[src/rtl/dds_ram_reader.sv]
// Phase accumulator driving reads of a 3-table DDS RAM. A sample reaches sample_out 2 edges after its address.
// Config changes wait for a waveform wrap so the running period is never corrupted. There is no backpressure.
module dds_ram_reader #(
   parameter int PHASE_WIDTH = 32,
   parameter int ADDR_WIDTH  = 10,
   parameter int DATA_WIDTH  = 32,
   parameter int NUM_WAVES   = 3
) (
   input  logic                   clk,
   input  logic                   rst_n,
   input  logic                   en,
   input  logic                   cfg_load,
   input  logic [PHASE_WIDTH-1:0] fcw_in,
   input  logic [ADDR_WIDTH-1:0]  poff_in,
   input  logic [1:0]             wave_sel_in,
   output logic [11:0]            ram_addr,
   output logic                   ram_wrn,
   input  logic [DATA_WIDTH-1:0]  ram_dout,
   output logic [DATA_WIDTH-1:0]  sample_out,
   output logic                   sample_valid,
   output logic                   cycle_done
);

   localparam int FULL_AW = ADDR_WIDTH + 2;

   typedef enum logic [1:0] {IDLE, RUN, DRAIN} state_t;

   state_t                 state;
   logic                   drain_cnt;
   logic [PHASE_WIDTH-1:0] acc;
   logic [PHASE_WIDTH-1:0] fcw_act;
   logic [PHASE_WIDTH-1:0] fcw_pend;
   logic [ADDR_WIDTH-1:0]  poff_act;
   logic [ADDR_WIDTH-1:0]  poff_pend;
   logic [1:0]             sel_act;
   logic [1:0]             sel_pend;
   logic                   pend;
   logic [1:0]             v_pipe;

   logic [PHASE_WIDTH:0]   sum_full;
   logic                   issue;
   logic                   wrap;
   logic                   apply;
   logic [ADDR_WIDTH-1:0]  idx;
   logic [1:0]             sel;
   logic [FULL_AW-1:0]     addr_full;
   logic [11:0]            addr_nxt;

   assign sum_full  = {1'b0, acc} + {1'b0, fcw_act};
   assign issue     = (state == RUN) && en;
   assign wrap      = issue && sum_full[PHASE_WIDTH];
   // Applying only at a wrap (or while idle) keeps each period at a single step size.
   assign apply     = pend && ((state == IDLE) || wrap);
   assign idx       = acc[PHASE_WIDTH-1 -: ADDR_WIDTH] + poff_act;
   assign sel       = (int'(sel_act) < NUM_WAVES) ? sel_act : 2'd0;
   assign addr_full = {sel, idx};
   assign addr_nxt  = 12'(addr_full);
   assign ram_wrn   = 1'b0;

   always_ff @(posedge clk or negedge rst_n) begin
      if (!rst_n) begin
         state        <= IDLE;
         drain_cnt    <= 1'b0;
         acc          <= '0;
         fcw_act      <= '0;
         fcw_pend     <= '0;
         poff_act     <= '0;
         poff_pend    <= '0;
         sel_act      <= '0;
         sel_pend     <= '0;
         pend         <= 1'b0;
         v_pipe       <= '0;
         ram_addr     <= '0;
         sample_out   <= '0;
         sample_valid <= 1'b0;
         cycle_done   <= 1'b0;
      end else begin
         if (cfg_load) begin
            fcw_pend  <= fcw_in;
            poff_pend <= poff_in;
            sel_pend  <= wave_sel_in;
         end
         // A load on the apply edge re-arms pending for the next opportunity.
         if (cfg_load)
            pend <= 1'b1;
         else if (apply)
            pend <= 1'b0;
         if (apply) begin
            fcw_act  <= fcw_pend;
            poff_act <= poff_pend;
            sel_act  <= sel_pend;
         end

         if (issue) begin
            acc      <= sum_full[PHASE_WIDTH-1:0];
            ram_addr <= addr_nxt;
         end
         cycle_done   <= wrap;
         v_pipe       <= {v_pipe[0], issue};
         sample_valid <= v_pipe[1];
         if (v_pipe[1])
            sample_out <= ram_dout;

         case (state)
            IDLE: begin
               if (en)
                  state <= RUN;
            end
            RUN: begin
               if (!en) begin
                  state     <= DRAIN;
                  drain_cnt <= 1'b0;
               end
            end
            DRAIN: begin
               if (en)
                  state <= RUN;
               else if (drain_cnt)
                  state <= IDLE;
               else
                  drain_cnt <= 1'b1;
            end
            default: state <= IDLE;
         endcase
      end
   end

endmodule

[config.mk]
export PLATFORM = sky130hd
export DESIGN_NAME = dds_ram_reader
export DESIGN_NICKNAME = d
export VERILOG_FILES = /design/src/rtl/dds_ram_reader.sv
export SDC_FILE = /design/constraint.sdc
export NUM_CORES = 1
export LEC_CHECK = 0
export ABC_AREA = 1
export CORE_MARGIN = 2
export CORE_UTILIZATION = 56
export DETAILED_ROUTE_END_ITERATION = 12
export PLACE_DENSITY = 0.81
export SYNTH_ARGS = -nofsm -noshare
export SYNTH_HDL_FRONTEND = slang
export SYNTH_SLANG_ARGS = --single-unit
[constraint.sdc]
create_clock -name clk -period 3 [get_ports clk]
set_input_delay 0.3 -clock clk [delete_from_list [all_inputs] [get_ports clk]]
set_output_delay 0.3 -clock clk [all_outputs]
set_load 0.05 [all_outputs]
==> results_dict.tcl, run 1 <==
set metrics [dict create \
    status "finished clean" \
    grt_max_degree 69 \
    grt_antenna_before_repair 0 \
    power_w 0.0109 \
    synth_fp_nets 1232 \
    firstDrtPassIters 5 \
    routabilityCongestion 0.926 \
    final_common_cell "nand2_1" \
    io_pins 127 \
    grt_pass1_vias 7502 \
    die_w_um 134 \
    design.core.area_um2 16500 \
    clock_skew_ns 0.00934 \
    path_class "reg -> reg" \
    required_ns 3.37 \
    clock.fmax_mhz 388 \
    switching_share_pct 44.0 \
    start_util_pct 57.1 \
    via_per_inst 5.20 \
    die-area_um2 17900 \
    place_inst 1431 \
    worst_slew_pin_slew_ns 0.812 \
    areaGrowthSynthToFinish_pct 21.7 \
    worstReg2RegStart "fcw_act[0]" \
    rrSetupSlack_ns 0.43 \
    grt_overflow 0 \
    dieHeight_um 134 \
    rr_endpoint "fcw_act[0]" \
    whs_endpoint "v_pipe[1]" \
    root_buffer "clkbuf_16" \
    path_clk_slew_ns 0.07 \
    first_iter_violations 478 \
    grt_pass1_wl_mm 36.5 \
    hpwl_mm 15.5 \
    clock_latency_ns 0.44 \
    port_buffers 125 \
    postRouteAntennaNets 0 \
    rows 47 \
    critPathArrivalTime_ns 2.95 \
    clkSinkCount 172 \
    min_path_type "reg -> reg" \
    synth_area_um2 9440 \
    numCtsBuffers 17 \
    drive_gt1_share_pct 14.7 \
    synth_warnings 0 \
    maxSlewHeadroom_pct 45.8 \
    fin_hold_ws_ns 0.363 \
    wire_per_inst_um 14.6 \
    diodes 0 \
    track_usage_pct 25.6 \
    layout_common_cells "nand2_1, dfrtp_1, clkdlybuf4s50_1" \
    comb_power_share_pct 47.3 \
    p_leak_nw 5.79 \
    power.density_nw_per_um2 951 \
    totalWireLength_mm 21.4 \
    switchingPower_w 0.00480 \
    clockPowerShare_pct 20.6 \
    crit_fanout 23 \
    power.share.sequential_pct 32.1 \
    peakVddDrop_mv 0.548 \
    hold_path_depth 0 \
    postSynthCellCount 1109 \
    cts_setup_buffers 0 \
    vias 7609 \
    cap_violations 0 \
    syn_avg_cell_area_um2 8.51 \
    fin_crit_sh_pct 85.8 \
    period_needed_ns 2.57 \
    rsz0062_at_grt "false" \
    nets 1354 \
    slew_violations 0 \
    p_int_w 0.00612 \
    route.detailed.drc 0 \
    h-tree-depth 4 \
    fin_setup_tns_ns 0 \
    worstHoldStart "v_pipe[0]" \
    finalSetupViolations 0 \
    critPathCaptureType "register" \
    ys_seq_area_share_pct 45.6 \
    final_cells 1464 \
    ys_types 37 \
    cts_tree "done" \
    clock_path_buffers 2 \
    ys_seq_elements 172 \
    worstSetupStartpointType "register" \
    rr_worst_depth 16 \
    hold_viol 0 \
]
-- through the flow --
step	setup slack, ns	instance area, um2	util, %
CTS	0.426	11500	69.5
global placement	0.499	10900	65.8
detailed placement	0.435	10900	65.8
floorplan	0.848	9440	-
global route	0.250	11500	69.5
finish	0.425	11500	69.5
-- how the worst max path moves through the flow --
stage                     startpoint           to  slack [ns]  cells past startpoint
final                     fcw_act[0]   fcw_act[0]        0.43                     16
after global routing      fcw_act[0]  poff_act[5]        0.25                     16
after CTS                 fcw_act[0]   fcw_act[0]        0.43                     16
after detailed placement  fcw_act[0]  poff_act[2]        0.43                     16
after global placement    fcw_act[0]   fcw_act[0]        0.50                     16
after floorplan           fcw_act[0]   fcw_act[1]        0.85                     16
-- sequential cells by signal, summed over array words and instances (netlist names) --
register,cells
poff_act,10
v_pipe,2
poff_pend,10
sample_valid,1
drain_cnt,1
sel_act,2
cycle_done,1
state,2
fcw_pend,32
ram_addr,12
pend,1
fcw_act,32
sample_out,32
sel_pend,2
acc,32
-- synthesized netlist by cell type, drive strengths merged --
library cell,n,area [um2]
a21o,2,15.0
a21oi,47,239
and2,3,18.8
buf,13,136
clkbuf,22,82.6
conb,1,3.75
dfrtp,172,4300
fa,2,40.0
ha,41,513
inv,76,285
mux2,32,360
nand2,471,2230
nand3,77,390
nand3b,8,60.1
nand4,7,43.8
nor2,50,198
nor3,11,55.1
o2111ai,1,8.76
o211ai,1,7.51
o21ai,42,210
o21bai,4,30.0
o31ai,1,7.51
or2,7,43.8
xnor2,14,123
xor2,4,35.0
-- cell type report --
cell class              instances  area, um2
clock buffers                  18        439
clock inverters                14        166
fillers                      1297       5040
inverters                      76        285
multi-input cells             826       4630
flip-flops and latches        172       4300
well taps                     220        275
repair buffers                138       1390
-- critical path: stages, from the launching register on --
cell and delay (ns):
dfrtp_1 0.41, ha_1 0.24, fa_1 0.44, nand2_1 0.11, nand2_1 0.08, nand3_2 0.08
nand2_2 0.08, nand2_2 0.07, nand2_2 0.08, nand2_2 0.07, nand2_2 0.06, nand2_4 0.09
nand2_8 0.06, nand2_8 0.26, buf_12 0.24, nand2_4 0.06, nand2_2 0.05
-- power by group through the flow --
stage / logic, W / registers, W / clock network, W
final: 0.00516 / 0.00350 / 0.00225
after global routing: 0.00574 / 0.00358 / 0.00238
after CTS: 0.00514 / 0.00350 / 0.00228
after detailed placement: 0.00509 / 0.00353 / 0
after global placement: 0.00498 / 0.00351 / 0
after floorplan: 0.00325 / 0.00402 / 0
-- logic make-up (layout without fill, tap and decap cells) --
logic type | after synthesis | after routing | share of synthesized area [%]
simple gates | 634 | 634 | 32.2
fa+ha+maj | 43 | 43 | 5.86
other cells | 1 | 1 | 0.0397
compound gates | 98 | 98 | 5.49
xor+xnor | 18 | 18 | 1.67
buf+inv | 111 | 246 | 5.34
mux | 32 | 32 | 3.82
flops | 172 | 172 | 45.6
-- per-layer routing --
metal  track usage [%]  share of wire, %
met5                 0                 0
met2              41.3                48
met3              4.27               3.8
met4              8.81               2.3
met1              35.3                46
-- what timing repair did --
action / in CTS / in global routing
endpoints found under the hold margin: 61 / 0
resized for setup: 0 / 0
hold buffers: 1 / 0
Power figures use the tool's default switching activity.
==> run 2: changes to the inputs <==
--- a/config.mk
+++ b/config.mk
@@ -8,6 +8,7 @@
 export ABC_AREA = 1
 export CORE_MARGIN = 2
 export CORE_UTILIZATION = 56
+export CTS_CLUSTER_DIAMETER = 60
 export DETAILED_ROUTE_END_ITERATION = 12
 export PLACE_DENSITY = 0.81
 export SYNTH_ARGS = -nofsm -noshare
==> results of run 2 <==
Final layout, timing and power as in run 1 (identical DEF).
